$ cat config.mk
export PLATFORM = sky130hd
export DESIGN_NAME = alu_arbiter
export DESIGN_NICKNAME = d
export VERILOG_FILES = /design/src/rtl/alu_pkg.sv /design/src/rtl/rr_arbiter.sv /design/src/rtl/alu_arbiter.sv
export SDC_FILE = /design/constraint.sdc
export NUM_CORES = 1
export LEC_CHECK = 0
export ABC_AREA = 0
export CORE_MARGIN = 2
export CORE_UTILIZATION = 45
export CTS_CLUSTER_DIAMETER = 100
export DETAILED_ROUTE_END_ITERATION = 7
export PLACE_DENSITY_LB_ADDON = 0.12
export SLEW_MARGIN = 20
export SYNTH_ARGS = -nofsm -noshare
export SYNTH_HDL_FRONTEND = slang
export SYNTH_HIERARCHICAL = 1
export SYNTH_SLANG_ARGS = --single-unit
$ cat constraint.sdc
create_clock -name clk -period 3.72 [get_ports clk]
set_input_delay 0.744 -clock clk [delete_from_list [all_inputs] [get_ports clk]]
set_output_delay 0.744 -clock clk [all_outputs]
set_load 0.02 [all_outputs]
$ cat src/rtl/alu_pkg.sv
// -----------------------------------------------------------------------------
// alu_pkg
//   Shared definitions for the ALU arbiter: ALU function codes, result flag
//   codes, the arbiter FSM state type and a helper that classifies func codes.
//   No ports; imported by rr_arbiter and alu_arbiter.
// -----------------------------------------------------------------------------
package alu_pkg;

    localparam int DATA_W = 32;
    localparam int FUNC_W = 4;
    localparam int FLAG_W = 2;

    // ALU function codes. FUNC_NONE is what the ALU sees while idle.
    localparam logic [FUNC_W-1:0] FUNC_NONE = 4'd0;
    localparam logic [FUNC_W-1:0] ADD       = 4'd1;
    localparam logic [FUNC_W-1:0] SUB       = 4'd2;
    localparam logic [FUNC_W-1:0] AND       = 4'd3;
    localparam logic [FUNC_W-1:0] OR        = 4'd4;
    localparam logic [FUNC_W-1:0] XOR       = 4'd5;
    localparam logic [FUNC_W-1:0] NOT       = 4'd6;
    localparam logic [FUNC_W-1:0] SLA       = 4'd7;
    localparam logic [FUNC_W-1:0] SRA       = 4'd8;
    localparam logic [FUNC_W-1:0] SRL       = 4'd9;

    // Result flag codes as produced by the ALU.
    localparam logic [FLAG_W-1:0] FLAG_NONE = 2'b00;
    localparam logic [FLAG_W-1:0] FLAG_NEG  = 2'b01;
    localparam logic [FLAG_W-1:0] FLAG_ZERO = 2'b11;
    localparam logic [FLAG_W-1:0] FLAG_POS  = 2'b10;

    // Arbiter FSM states.
    typedef enum logic [1:0] {
        S_IDLE  = 2'd0,
        S_ISSUE = 2'd1,
        S_WAIT  = 2'd2,
        S_RESP  = 2'd3
    } state_t;

    // True for func codes the ALU implements (ADD..SRL).
    function automatic logic is_legal_func(input logic [FUNC_W-1:0] func);
        return (func >= ADD) && (func <= SRL);
    endfunction

endpackage

$ cat src/rtl/rr_arbiter.sv
// -----------------------------------------------------------------------------
// rr_arbiter
//   Purely combinational round-robin picker. Grants the first asserted request
//   at or after the pointer, wrapping around past the highest index.
// Ports
//   i_req        in   NUM_REQ   request vector
//   i_ptr        in   PTR_W     index with highest priority this round
//   o_grant      out  NUM_REQ   one-hot grant (all zero when no request)
//   o_grant_idx  out  PTR_W     binary index of the granted requester
//   o_any        out  1         at least one request present
// -----------------------------------------------------------------------------
module rr_arbiter
    import alu_pkg::*;
#(
    parameter int NUM_REQ = 2,
    parameter int PTR_W   = $clog2(NUM_REQ)
) (
    input  logic [NUM_REQ-1:0] i_req,
    input  logic [PTR_W-1:0]   i_ptr,
    output logic [NUM_REQ-1:0] o_grant,
    output logic [PTR_W-1:0]   o_grant_idx,
    output logic               o_any
);

    int w_idx;

    always_comb begin
        // NOTE: every output of a combinational block gets a default before
        // any conditional assignment; otherwise a latch is inferred.
        o_grant     = '0;
        o_grant_idx = '0;
        o_any       = 1'b0;
        w_idx       = 0;
        for (int k = 0; k < NUM_REQ; k++) begin
            // Walk the ring starting at the pointer; first hit wins.
            w_idx = int'(i_ptr) + k;
            if (w_idx >= NUM_REQ) begin
                w_idx = w_idx - NUM_REQ;
            end
            if (!o_any && i_req[w_idx]) begin
                o_any          = 1'b1;
                o_grant[w_idx] = 1'b1;
                o_grant_idx    = PTR_W'(w_idx);
            end
        end
    end

endmodule

$ cat src/rtl/alu_arbiter.sv
// -----------------------------------------------------------------------------
// alu_arbiter
//   Shares one registered 32-bit ALU between NUM_REQ requesters. Round-robin
//   arbitration, one operation in flight, valid/ready on request and response.
// Ports
//   clk        in   1            rising-edge clock
//   reset      in   1            asynchronous, active-low
//   req_valid  in   NUM_REQ      per-requester operation valid
//   req_ready  out  NUM_REQ      one-cycle accept pulse to the winner
//   req_func   in   4*NUM_REQ    func code, slice i for requester i
//   req_a      in   32*NUM_REQ   operand 1, slice i for requester i
//   req_b      in   32*NUM_REQ   operand 2, slice i for requester i
//   rsp_valid  out  NUM_REQ      one-hot, held until the owner's rsp_ready
//   rsp_ready  in   NUM_REQ      response consume strobe
//   rsp_data   out  32           result
//   rsp_flag   out  2            01 negative, 11 zero, 10 positive
//   rsp_err    out  1            illegal func code
//   alu_inp1   out  32           ALU operand 1
//   alu_inp2   out  32           ALU operand 2
//   alu_func   out  4            ALU func, 0 when idle
//   alu_out    in   32           ALU result
//   alu_flag   in   2            ALU flag (derived from registered result)
// -----------------------------------------------------------------------------
module alu_arbiter
    import alu_pkg::*;
#(
    parameter int NUM_REQ  = 2,
    parameter int RES_LAT  = 1,
    parameter int FLAG_LAT = 2
) (
    input  logic                    clk,
    input  logic                    reset,
    input  logic [NUM_REQ-1:0]      req_valid,
    output logic [NUM_REQ-1:0]      req_ready,
    input  logic [4*NUM_REQ-1:0]    req_func,
    input  logic [32*NUM_REQ-1:0]   req_a,
    input  logic [32*NUM_REQ-1:0]   req_b,
    output logic [NUM_REQ-1:0]      rsp_valid,
    input  logic [NUM_REQ-1:0]      rsp_ready,
    output logic [31:0]             rsp_data,
    output logic [1:0]              rsp_flag,
    output logic                    rsp_err,
    output logic [31:0]             alu_inp1,
    output logic [31:0]             alu_inp2,
    output logic [3:0]              alu_func,
    input  logic [31:0]             alu_out,
    input  logic [1:0]              alu_flag
);

    localparam int PTR_W = $clog2(NUM_REQ);
    localparam int CNT_W = $clog2(FLAG_LAT + 1);

    // FSM and arbitration state
    state_t                 r_state;
    logic [PTR_W-1:0]       r_ptr;
    logic [NUM_REQ-1:0]     r_owner_oh;
    logic [PTR_W-1:0]       r_owner_idx;

    // Latched copy of the granted request
    logic [FUNC_W-1:0]      r_func;
    logic [DATA_W-1:0]      r_a;
    logic [DATA_W-1:0]      r_b;
    logic                   r_err;

    // Latency counter for the ALU pipeline
    logic [CNT_W-1:0]       r_cnt;

    // Registered outputs
    logic [NUM_REQ-1:0]     r_req_ready;
    logic [NUM_REQ-1:0]     r_rsp_valid;
    logic [DATA_W-1:0]      r_rsp_data;
    logic [FLAG_W-1:0]      r_rsp_flag;
    logic                   r_rsp_err;
    logic [DATA_W-1:0]      r_alu_inp1;
    logic [DATA_W-1:0]      r_alu_inp2;
    logic [FUNC_W-1:0]      r_alu_func;

    // Arbiter result and the winner's request fields
    logic [NUM_REQ-1:0]     w_grant;
    logic [PTR_W-1:0]       w_grant_idx;
    logic                   w_grant_any;
    logic [FUNC_W-1:0]      w_func_sel;
    logic [DATA_W-1:0]      w_a_sel;
    logic [DATA_W-1:0]      w_b_sel;
    logic                   w_rsp_hs;
    logic                   w_capture_out;

    rr_arbiter #(
        .NUM_REQ (NUM_REQ),
        .PTR_W   (PTR_W)
    ) u_rr_arbiter (
        .i_req       (req_valid),
        .i_ptr       (r_ptr),
        .o_grant     (w_grant),
        .o_grant_idx (w_grant_idx),
        .o_any       (w_grant_any)
    );

    // Select the winner's slices with a one-hot mux.
    always_comb begin
        w_func_sel = '0;
        w_a_sel    = '0;
        w_b_sel    = '0;
        for (int i = 0; i < NUM_REQ; i++) begin
            if (w_grant[i]) begin
                w_func_sel = req_func[i*FUNC_W +: FUNC_W];
                w_a_sel    = req_a[i*DATA_W +: DATA_W];
                w_b_sel    = req_b[i*DATA_W +: DATA_W];
            end
        end
    end

    // Only the current owner's rsp_ready completes the response.
    assign w_rsp_hs = |(rsp_ready & r_rsp_valid);

    // The counter is loaded with FLAG_LAT when the ALU inputs go out and
    // reaches 0 on the edge where alu_flag is valid; alu_out is valid on the
    // edge where RES_LAT cycles have elapsed by the same measure.
    assign w_capture_out = (FLAG_LAT - int'(r_cnt)) == RES_LAT;

    always_ff @(posedge clk or negedge reset) begin
        if (!reset) begin
            r_state     <= S_IDLE;
            r_ptr       <= '0;
            r_owner_oh  <= '0;
            r_owner_idx <= '0;
            r_func      <= FUNC_NONE;
            r_a         <= '0;
            r_b         <= '0;
            r_err       <= 1'b0;
            r_cnt       <= '0;
            r_req_ready <= '0;
            r_rsp_valid <= '0;
            r_rsp_data  <= '0;
            r_rsp_flag  <= FLAG_NONE;
            r_rsp_err   <= 1'b0;
            r_alu_inp1  <= '0;
            r_alu_inp2  <= '0;
            r_alu_func  <= FUNC_NONE;
        end else begin
            // NOTE: sequential state uses non-blocking assignments so every
            // register samples pre-edge values regardless of statement order.
            r_req_ready <= '0;
            case (r_state)
                S_IDLE: begin
                    if (w_grant_any) begin
                        r_req_ready <= w_grant;
                        r_owner_oh  <= w_grant;
                        r_owner_idx <= w_grant_idx;
                        r_func      <= w_func_sel;
                        r_a         <= w_a_sel;
                        r_b         <= w_b_sel;
                        r_err       <= !is_legal_func(w_func_sel);
                        r_state     <= S_ISSUE;
                    end
                end
                S_ISSUE: begin
                    if (r_err) begin
                        // Illegal op never reaches the ALU; a single WAIT
                        // cycle returns the error response two cycles after
                        // the accept.
                        r_cnt <= '0;
                    end else begin
                        r_alu_inp1 <= r_a;
                        r_alu_inp2 <= r_b;
                        r_alu_func <= r_func;
                        r_cnt      <= CNT_W'(FLAG_LAT);
                    end
                    r_state <= S_WAIT;
                end
                S_WAIT: begin
                    if (!r_err && w_capture_out) begin
                        r_rsp_data <= alu_out;
                    end
                    if (r_cnt == '0) begin
                        r_alu_func  <= FUNC_NONE;
                        r_rsp_valid <= r_owner_oh;
                        if (r_err) begin
                            r_rsp_data <= '0;
                            r_rsp_flag <= FLAG_ZERO;
                            r_rsp_err  <= 1'b1;
                        end else begin
                            r_rsp_flag <= alu_flag;
                            r_rsp_err  <= 1'b0;
                        end
                        r_state <= S_RESP;
                    end else begin
                        r_cnt <= r_cnt - CNT_W'(1);
                    end
                end
                S_RESP: begin
                    if (w_rsp_hs) begin
                        r_rsp_valid <= '0;
                        r_ptr       <= (r_owner_idx == PTR_W'(NUM_REQ - 1)) ?
                                       '0 : r_owner_idx + PTR_W'(1);
                        r_state     <= S_IDLE;
                    end
                end
                default: r_state <= S_IDLE;
            endcase
        end
    end

    assign req_ready = r_req_ready;
    assign rsp_valid = r_rsp_valid;
    assign rsp_data  = r_rsp_data;
    assign rsp_flag  = r_rsp_flag;
    assign rsp_err   = r_rsp_err;
    assign alu_inp1  = r_alu_inp1;
    assign alu_inp2  = r_alu_inp2;
    assign alu_func  = r_alu_func;

endmodule
# Word-level counts from Yosys, hierarchy flattened
# Index checks and enable logic that the tools add are counted.
classes:
  n_eq_ne: 9
  n_mux: 44
  n_bitwise: 3
  reduce_logical: 21
  magnitude_cmp: 8
  n_addsub: 6
ops:
  columns: ["op", "n"]
  rows:
  - ["$mux W32", 9]
  - ["$ge A32 B1 Y1 const B", 2]
  - ["$lt A32 B3 Y1 const B", 2]
  - ["$ge A32 B3 Y1 const B", 1]
  - ["$sub A32 B3 Y32 const B", 1]
  - ["$mux W2", 11]
  - ["$mux W4", 4]
  - ["$mux W1", 14]
  - ["$reduce_and A2 Y1", 5]
  - ["$reduce_and A3 Y1", 3]
  - ["$ne A2 B2 Y1 const B", 4]
  - ["$pmux W2 S2", 2]
  - ["$pmux W2 S4", 1]
  - ["$pmux W4 S2", 1]
  - ["$logic_and A1 B1 Y1", 5]
  - ["$eq A2 B2 Y1 const B", 2]
  - ["$ge A4 B1 Y1 const B", 1]
  - ["$le A4 B4 Y1 const B", 1]
  - ["$logic_not A2 Y1", 2]
  - ["$reduce_bool A2 Y1", 2]
  - ["$eq A3 B2 Y1 const B", 1]
  - ["$logic_not A1 Y1", 3]
  - ["$sub A1 B2 Y3 const B", 1]
  - ["$sub A2 B2 Y3 const A", 1]
  - ["other kinds (11)", 12]
word_totals:
  ff_bits: 184
  wordCells: 108

# Longest topological paths before layout
# Gate-level depths: netlist (run 1).
logic_depth:
  ltp_word: 14
  mapped_depth: 8

# Hierarchy
# Netlist (run 1), hierarchy kept.
modules_own_cells:
  columns: ["mod", "n_inst", "area_per_inst_um2", "cells_per_inst", "seq_area_each_um2"]
  rows:
  - ["alu_arbiter", 1, 7623.6, 664, 4604.4]
  - ["rr_arbiter", 1, 32.5, 5, 0.0]

# Worst setup path after synthesis (run 1)
# OpenSTA, ideal clock, no wires.
synth_path:
  path_kind: "in2reg"
  from: "in req_valid[0]"
  to: "reg r_a[10]"
  path_stages: 6
  setup_ns: 0.077
  path_slack_ns: 1.852
  t_arrival_ns: 1.790
  t_required_ns: 3.643
  path_cell_list: "a21boi_0 > and2b_1 > buf_4 > buf_2 > a22oi_1 > a21oi_1"
synth_between:
  elab_chain_cells: 9
synth_lines:
  columns: ["element", "line_no", "source"]
  rows:
  - ["start: declaration", "alu_arbiter.sv:33", "input logic [NUM_REQ-1:0] req_valid,"]
  - ["$mux W1 (not written as such) (3 in series)", "rr_arbiter.sv:40", "if (!o_any && i_req[w_idx]) begin"]
  - ["$mux W1", "rr_arbiter.sv:40", null]
  - ["$logic_not A1 Y1", "rr_arbiter.sv:40", null]
  - ["$logic_and A1 B1 Y1", "rr_arbiter.sv:40", null]
  - ["$mux W2", "rr_arbiter.sv:40", null]
  - ["$mux W32 (2 in series)", "alu_arbiter.sv:105", "if (w_grant[i]) begin"]
  - ["end signal: assignment", "alu_arbiter.sv:151", "r_a <= w_a_sel;"]
  - ["end: declaration", "alu_arbiter.sv:61", "logic [DATA_W-1:0] r_a;"]
# Several ways; a longest one is shown, not always the timed one. The select of a mux whose other input is x is not followed.
# A chain may end at the register's enable or synchronous reset.

# Worst setup path after layout (run 1)
layout_path:
  from: "in req_valid[0]"
  to: "reg r_b[31]"
layout_between:
  elab_chain_cells: 9
layout_lines:
  columns: ["element", "line_no", "source"]
  rows:
  - ["$mux W1 (not written as such) (3 in series)", "rr_arbiter.sv:40", null]
  - ["$mux W1", "rr_arbiter.sv:40", null]
  - ["$logic_not A1 Y1", "rr_arbiter.sv:40", null]
  - ["$logic_and A1 B1 Y1", "rr_arbiter.sv:40", null]
  - ["$mux W2 *", "rr_arbiter.sv:40", null]
  - ["named net w_grant[0]", "alu_arbiter.sv:79", "logic [NUM_REQ-1:0] w_grant;"]
  - ["$mux W32 * (2 in series)", "alu_arbiter.sv:105", null]
  - ["end signal: assignment", "alu_arbiter.sv:152", "r_b <= w_b_sel;"]
  - ["end: declaration", "alu_arbiter.sv:62", "logic [DATA_W-1:0] r_b;"]
# The timed path passes the listed nets; every way through them passes the cells marked *. The select of a mux whose other input is x is not followed.

==> impl_metrics.py, run 1 <==
metrics = {
    "status": {
        "status": "finished, final reports clean",
    },
    "floorplan": {
        "pin_count": 283,
        "die_x_um": 134.4,
        "rows": 47,
        "start_util_pct": 46.17,
        "core_sq_mm": 0.01658,
        "die-area_sq_mm": 0.01807,
        "die_h_um": 134.4,
    },
    "detailed_routing": {
        "drt_iter0_markers": 331,
        "vias_per_cell": 5.166,
        "dr.pass1.iters": 4,
        "vias": 6013,
        "drc": 0,
        "wl_per_cell_um": 17.01,
        "drt_wl_total_um": 19800,
        "ant_nets": 0,
    },
    "logic_synthesis": {
        "ys_seq_elements": 184,
        "synth_cell_types": 32,
        "synth-compound-area-share_pct": 16.00,
        "syn_area_sq_mm": 0.007656,
        "ys_seq_area_share_pct": 60.14,
        "synth_top_family_by_area": "compound AO/OA/AOI/OAI gates",
        "yosysWarnings": 6,
        "synth_cells": 669,
        "syn-num-nets": 851,
        "synth-adder-area-share_pct": 0.9806,
        "synthMuxAreaShare_pct": 10.00,
        "synth-xor-area-share_pct": 0,
        "synthSimpleGateAreaFrac_pct": 8.531,
        "syn_area_per_cell_sq_um": 11.44,
    },
    "power_and_ir_drop": {
        "leakage_nw": 4.606,
        "max-vdd-ir-drop_mv": 0.3940,
        "power_density_mw_per_mm2": 836.5,
    },
    "clocking": {
        "clk_pin_slew_ns": 0.07,
        "cts.repair.resized": 0,
        "ctsHoldBuffers": 0,
        "numCtsBuffers": 17,
        "clockRootBuffer": "clkbuf_16",
        "cts.path.max_buffers": 2,
        "clkSinkCount": 184,
        "clk_latency_ns": 0.42,
        "cts_setup_buffers": 0,
        "cts_tree": "done",
        "htreeDepth": 4,
    },
    "worst_setup_path": {
        "rr_worst_depth": 6,
        "path_buf_inv": 2,
        "cp_max_fo": 26,
        "worstPathArrival_ns": 3.06,
        "critPathTopFamily": "buffers and inverters",
        "critPathKind": "primary input to flop",
        "crit-reg2reg-capture": "rsp_data[9]$_DFFE_PN0N_",
        "crit_chain": "clkdlybuf4s50_1 -> a21boi_0 -> and2b_2 -> buf_4 -> a22oi_1 -> a21oi_1",
        "slowest_delay_ns": 0.56,
        "startpoint_type": "primary input",
        "crit_path_end_kind": "flop",
        "reg2reg_from": "r_state[0]$_DFFE_PN0P_",
        "crit_path_top_delay_cell": "clkdlybuf4s50_1",
        "rrSetupSlack_ns": 1.48,
        "critPathRequiredTime_ns": 4.07,
    },
    "timing": {
        "setup_ws_ns": 1.006,
        "fmax_ghz": 0.3685,
        "relSlewSlack_pct": 35.09,
        "clock_skew_ns": 0.007343,
        "setup-tns-final_ns": 0,
        "post-route-period-util_pct": 72.96,
        "final-setup-viol-count": 0,
        "hold_viol": 0,
        "drv_slew": 0,
        "worstMarginPinSlew_ns": 0.9737,
        "period_needed_ns": 2.714,
        "grt_setup_unrepaired": "false",
    },
    "global_routing": {
        "antenna_found_initial": 1,
        "grt_pass1_wl_um": 31460,
        "grt_pass1_vias": 6142,
        "grt_max_degree": 185,
        "grt_usage_pct": 22.21,
        "overflow": 0,
    },
    "flow_run": {
        "drv_cap": 0,
    },
    "placed_design": {
        "pre_cts_ws_ns": 0.5854,
        "dp_hpwl_um": 13650,
        "port_buffers": 282,
        "gp_congestion": 0.8042,
    },
    "cells_and_area": {
        "layout.nets": 1112,
        "drive_above_1_share_pct": 12.30,
        "area_growth_pct": 45.60,
    },
    "hold_path": {
        "hold_class": "primary input to async pin",
    },
}
[power breakdown]
part / switching, mW / internal, mW
registers: 0.525 / 2.97
clock network: 0.792 / 0.978
logic: 2.06 / 2.00
total: 3.38 / 5.95
[worst max path at each step]
stage	depth (start not counted)	endpoint	start
floorplan	6	r_a[10]$_DFFE_PN0P_	req_valid[0]
global placement	6	r_b[20]$_DFFE_PN0P_	req_valid[0]
detailed placement	6	r_b[31]$_DFFE_PN0P_	req_valid[0]
CTS	6	r_b[31]$_DFFE_PN0P_	req_valid[0]
global route	6	r_b[21]$_DFFE_PN0P_	req_valid[0]
finish	6	r_b[31]$_DFFE_PN0P_	req_valid[0]
[layout make-up]
class,count,area [sq um]
clock buffer,19,452.9
sequential,184,4604
multi-input combinational,429,2734
inverter,7,26.28
fill,1276,5436
tap,220,275.3
timing repair buffer,291,2917
clock inverter,13,135.1
antenna,1,2.502
[sequential cells by signal, summed over array words and instances (netlist names), 4 cells and up]
register,count
r_a,32
alu_inp2,32
alu_func,4
alu_inp1,32
r_func,4
r_b,32
rsp_data,32
[stage by stage]
stage | power [mW] | std cells | utilization (%) | hold slack (ns) | instance area [sq um]
global placement | 7.458 | 1131 | 63.66 | 0.4476 | 10560
finish | 9.325 | 1164 | 67.22 | 0.4760 | 11150
global route | 9.924 | 1163 | 67.20 | 0.5012 | 11140
floorplan | 5.871 | 669 | - | 0.4313 | 7656
detailed placement | 7.616 | 1131 | 63.66 | 0.4673 | 10560
CTS | 9.425 | 1163 | 67.20 | 0.4845 | 11140
[logic make-up (layout without fill, tap and decap cells)]
logic type / count (synthesis) / after routing
other cells: 0 / 1
compound gates: 199 / 199
mux: 68 / 68
simple gates: 156 / 156
fa+ha+maj: 6 / 6
buf+inv: 56 / 330
flops: 184 / 184
[routing by layer]
layer	track usage, %	vias up	share of wire, %
met1	26.37	2877	40
met2	37.90	223	50
li1	-	2884	-
met5	0	-	0
met4	7.953	0	2.1
met3	7.256	29	7.9
[cell usage after synthesis]
cell type    n  area (sq um)
o221ai_1     1         8.760
a22o_1       9         78.83
clkbuf_1    11         41.29
nor2b_1      5         31.28
and2_1       1         6.260
mux2_2      68         765.7
nor2b_4      1         13.76
ha_1         6         75.07
buf_6        3         33.78
a31oi_1      2         12.51
o21ai_0     10         50.05
buf_2       23         115.1
o32a_1       1         10.01
and2b_1      2         15.01
o21ai_1      5         25.02
buf_4        7         52.55
a22oi_1     67         503.0
nand2_1     65         244.0
nor2_1      72         270.3
or2_1        2         12.51
a21oi_1     98         490.5
inv_1        7         26.28
dfrtp_1    184          4604
buf_1        1         3.750
buf_8        4         60.06
o21a_1       1         7.510
nor2_4       2         22.52
nand2b_1     2         12.51
a21o_1       1         7.510
a21boi_0     3         22.52
and3_1       4         25.02
o22a_1       1         8.760
[cells in the final DEF (no fill, tap or decap), types with 9 or more instances in the layout]
master / instances
a21oi_1: 98
a22o_1: 9
a22oi_1: 67
clkbuf_16: 17
clkdlybuf4s50_1: 281
dfrtp_1: 184
mux2_2: 68
nand2_1: 65
nor2_1: 72
o21ai_0: 10
Power figures use the tool's default switching activity.
==> run 2: changes to the inputs <==
==> constraint.sdc (replaced) <==
create_clock -name clk -period 2.5 [get_ports clk]
set_input_delay 0.5 -clock clk [delete_from_list [all_inputs] [get_ports clk]]
set_output_delay 0.5 -clock clk [all_outputs]
set_load 0.02 [all_outputs]
==> run 2 against run 1 <==
  * Sequential power up 50%
  * Largest cell class unchanged
  * Critical path type is now flop to primary output
  * Largest power group unchanged
  * Total power up 53%
  * Clock skew up 0.0024 ns
  * Clock-buffer cell count unchanged
  * Critical endpoint is now rsp_valid[1]
  * Combinational power up 52%
  * Design area up 1.8%
==> impl_metrics.py, run 2 (synthesis results as in run 1) <==
metrics = {
    "cells_and_area": {
        "final_cell_mix": "clkdlybuf4s50_1, dfrtp_1, a21oi_1",
        "fillerInstances": 1209,
        "drive_above_1_share_pct": 13.13,
        "area_growth_pct": 48.14,
        "ff_latch_area_sq_mm": 0.004604,
        "final_common_cell": "clkdlybuf4s50_1",
        "multiInputGateArea_sq_mm": 0.002734,
        "layout.nets": 1121,
        "antennaDiodeCount": 0,
    },
    "timing": {
        "drv_slew": 0,
        "whs_ns": 0.02972,
        "worstMarginPinSlew_ns": 0.7859,
        "clock_skew_ns": 0.009720,
        "grt_setup_unrepaired": "false",
        "relSlewSlack_pct": 47.60,
        "final-setup-viol-count": 0,
        "fmax_ghz": 0.5083,
        "hold_viol": 0,
        "setup-tns-final_ns": 0,
        "period_needed_ns": 1.967,
        "setup_ws_ns": 0.5325,
        "post-route-period-util_pct": 78.70,
    },
    "clocking": {
        "cts.path.max_buffers": 2,
        "cts.repair.resized": 0,
        "clockRootBuffer": "clkbuf_16",
        "htreeDepth": 4,
        "cts_setup_buffers": 0,
        "numCtsBuffers": 17,
        "cts_tree": "done",
        "clkSinkCount": 184,
        "ctsHoldBuffers": 0,
        "clk_pin_slew_ns": 0.07,
        "clk_latency_ns": 0.42,
    },
    "global_routing": {
        "grt_usage_pct": 22.78,
        "grt_max_degree": 53,
        "antenna_found_initial": 0,
        "grt_pass1_vias": 6400,
        "overflow": 0,
        "grt_pass1_wl_um": 32390,
    },
    "detailed_routing": {
        "wl_per_cell_um": 17.17,
        "drt_iter0_markers": 340,
        "dr.pass1.iters": 5,
        "ant_nets": 0,
        "vias": 6059,
        "vias_per_cell": 5.170,
        "drc": 0,
        "drt_wl_total_um": 20120,
    },
    "flow_run": {
        "drv_cap": 0,
    },
    "worst_setup_path": {
        "cp_max_fo": 4,
        "worstPathArrival_ns": 1.47,
        "critPathTopFamily": "buffers and inverters",
        "critPathKind": "flop to primary output",
        "slowest_delay_ns": 0.63,
        "crit_chain": "clkdlybuf4s50_1",
        "path_buf_inv": 1,
        "startpoint_type": "flop",
        "crit_path_end_kind": "primary output",
        "critPathRequiredTime_ns": 2.00,
        "crit_path_top_delay_cell": "clkdlybuf4s50_1",
    },
    "placed_design": {
        "port_buffers": 282,
        "dp_hpwl_um": 14200,
        "pre_cts_ws_ns": 0.1807,
        "gp_congestion": 0.7913,
    },
    "power_and_ir_drop": {
        "max-vdd-ir-drop_mv": 0.7313,
        "leakage_nw": 4.692,
        "totalPowerFinal_mw": 14.27,
        "power_density_mw_per_mm2": 1258,
    },
    "floorplan": {
        "rows": 47,
        "die_h_um": 134.4,
        "core_sq_mm": 0.01658,
        "pin_count": 283,
        "die_x_um": 134.4,
        "die-area_sq_mm": 0.01807,
        "start_util_pct": 46.17,
    },
    "hold_path": {
        "hold_class": "primary input to async pin",
    },
    "status": {
        "status": "finished, final reports clean",
    },
}
## run 2: cell types whose count changed in the layout (fill, tap and decap cells not counted), sizes merged
cell,before,now
buf,10,19
bufinv,1,4
inv,13,10
clkinv,4,2
clkinvlp,2,4
diode,1,0
## run 2: where the power goes
group / total [mW] / switching, mW / internal, mW
Sequential: 5.24 / 0.810 / 4.43
Combinational: 6.17 / 3.11 / 3.06
Clock: 2.86 / 1.13 / 1.74
Total: 14.3 / 5.04 / 9.23
## run 2: metrics by stage
step           area [sq um]  utilization, %  cells
3_5_place_dp          10700           64.52   1140
5_1_grt               11340           68.39   1172
3_3_place_gp          10700           64.52   1140
2_1_floorplan          7656               -    669
6_report              11340           68.39   1172
4_1_cts               11340           68.39   1172
## run 2: final cells by class
cell class,instances,share of cell area (%)
multi-input cells,429,24.10
inverters,7,0.2317
clock inverters,13,1.677
repair buffers,300,26.97
flip-flops and latches,184,40.60
well taps,220,2.427
clock buffers,19,3.993
## run 2: worst reg2reg max path, stage by stage, from the launching register on
cell	delay (ns)
dfrtp_1	0.40
inv_1	0.08
ha_1	0.22
nand2_1	0.12
or2_1	0.64
nand2_1	0.15
a21oi_1	0.19
## run 2: routing by layer
layer | wire [um] | vias to the layer above | global-route usage, %
met5 | 0 | - | 0
met4 | 375 | 0 | 7.544
met3 | 1506 | 25 | 6.878
met2 | 10040 | 210 | 38.83
met1 | 8203 | 2945 | 27.72
li1 | - | 2879 | -
## run 2: path summary, 6_finish.rpt
path                       slack (ns)                  endpoint  cells past startpoint                startpoint
hold reg to reg                  0.49   rsp_flag[0]$_DFFE_PN0P_                      2   rsp_flag[0]$_DFFE_PN0P_
hold / removal                   0.03  alu_inp1[17]$_DFFE_PN0P_                      1                     reset
setup / recovery                 0.53              rsp_valid[1]                      1  rsp_valid[1]$_DFFE_PN0P_
min in group clk                 0.49   rsp_flag[0]$_DFFE_PN0P_                      2   rsp_flag[0]$_DFFE_PN0P_
max in group asynchronous        1.77       r_b[29]$_DFFE_PN0P_                      2                     reset
setup reg to reg                 0.62  rsp_data[23]$_DFFE_PN0N_                      6    r_state[0]$_DFFE_PN0P_
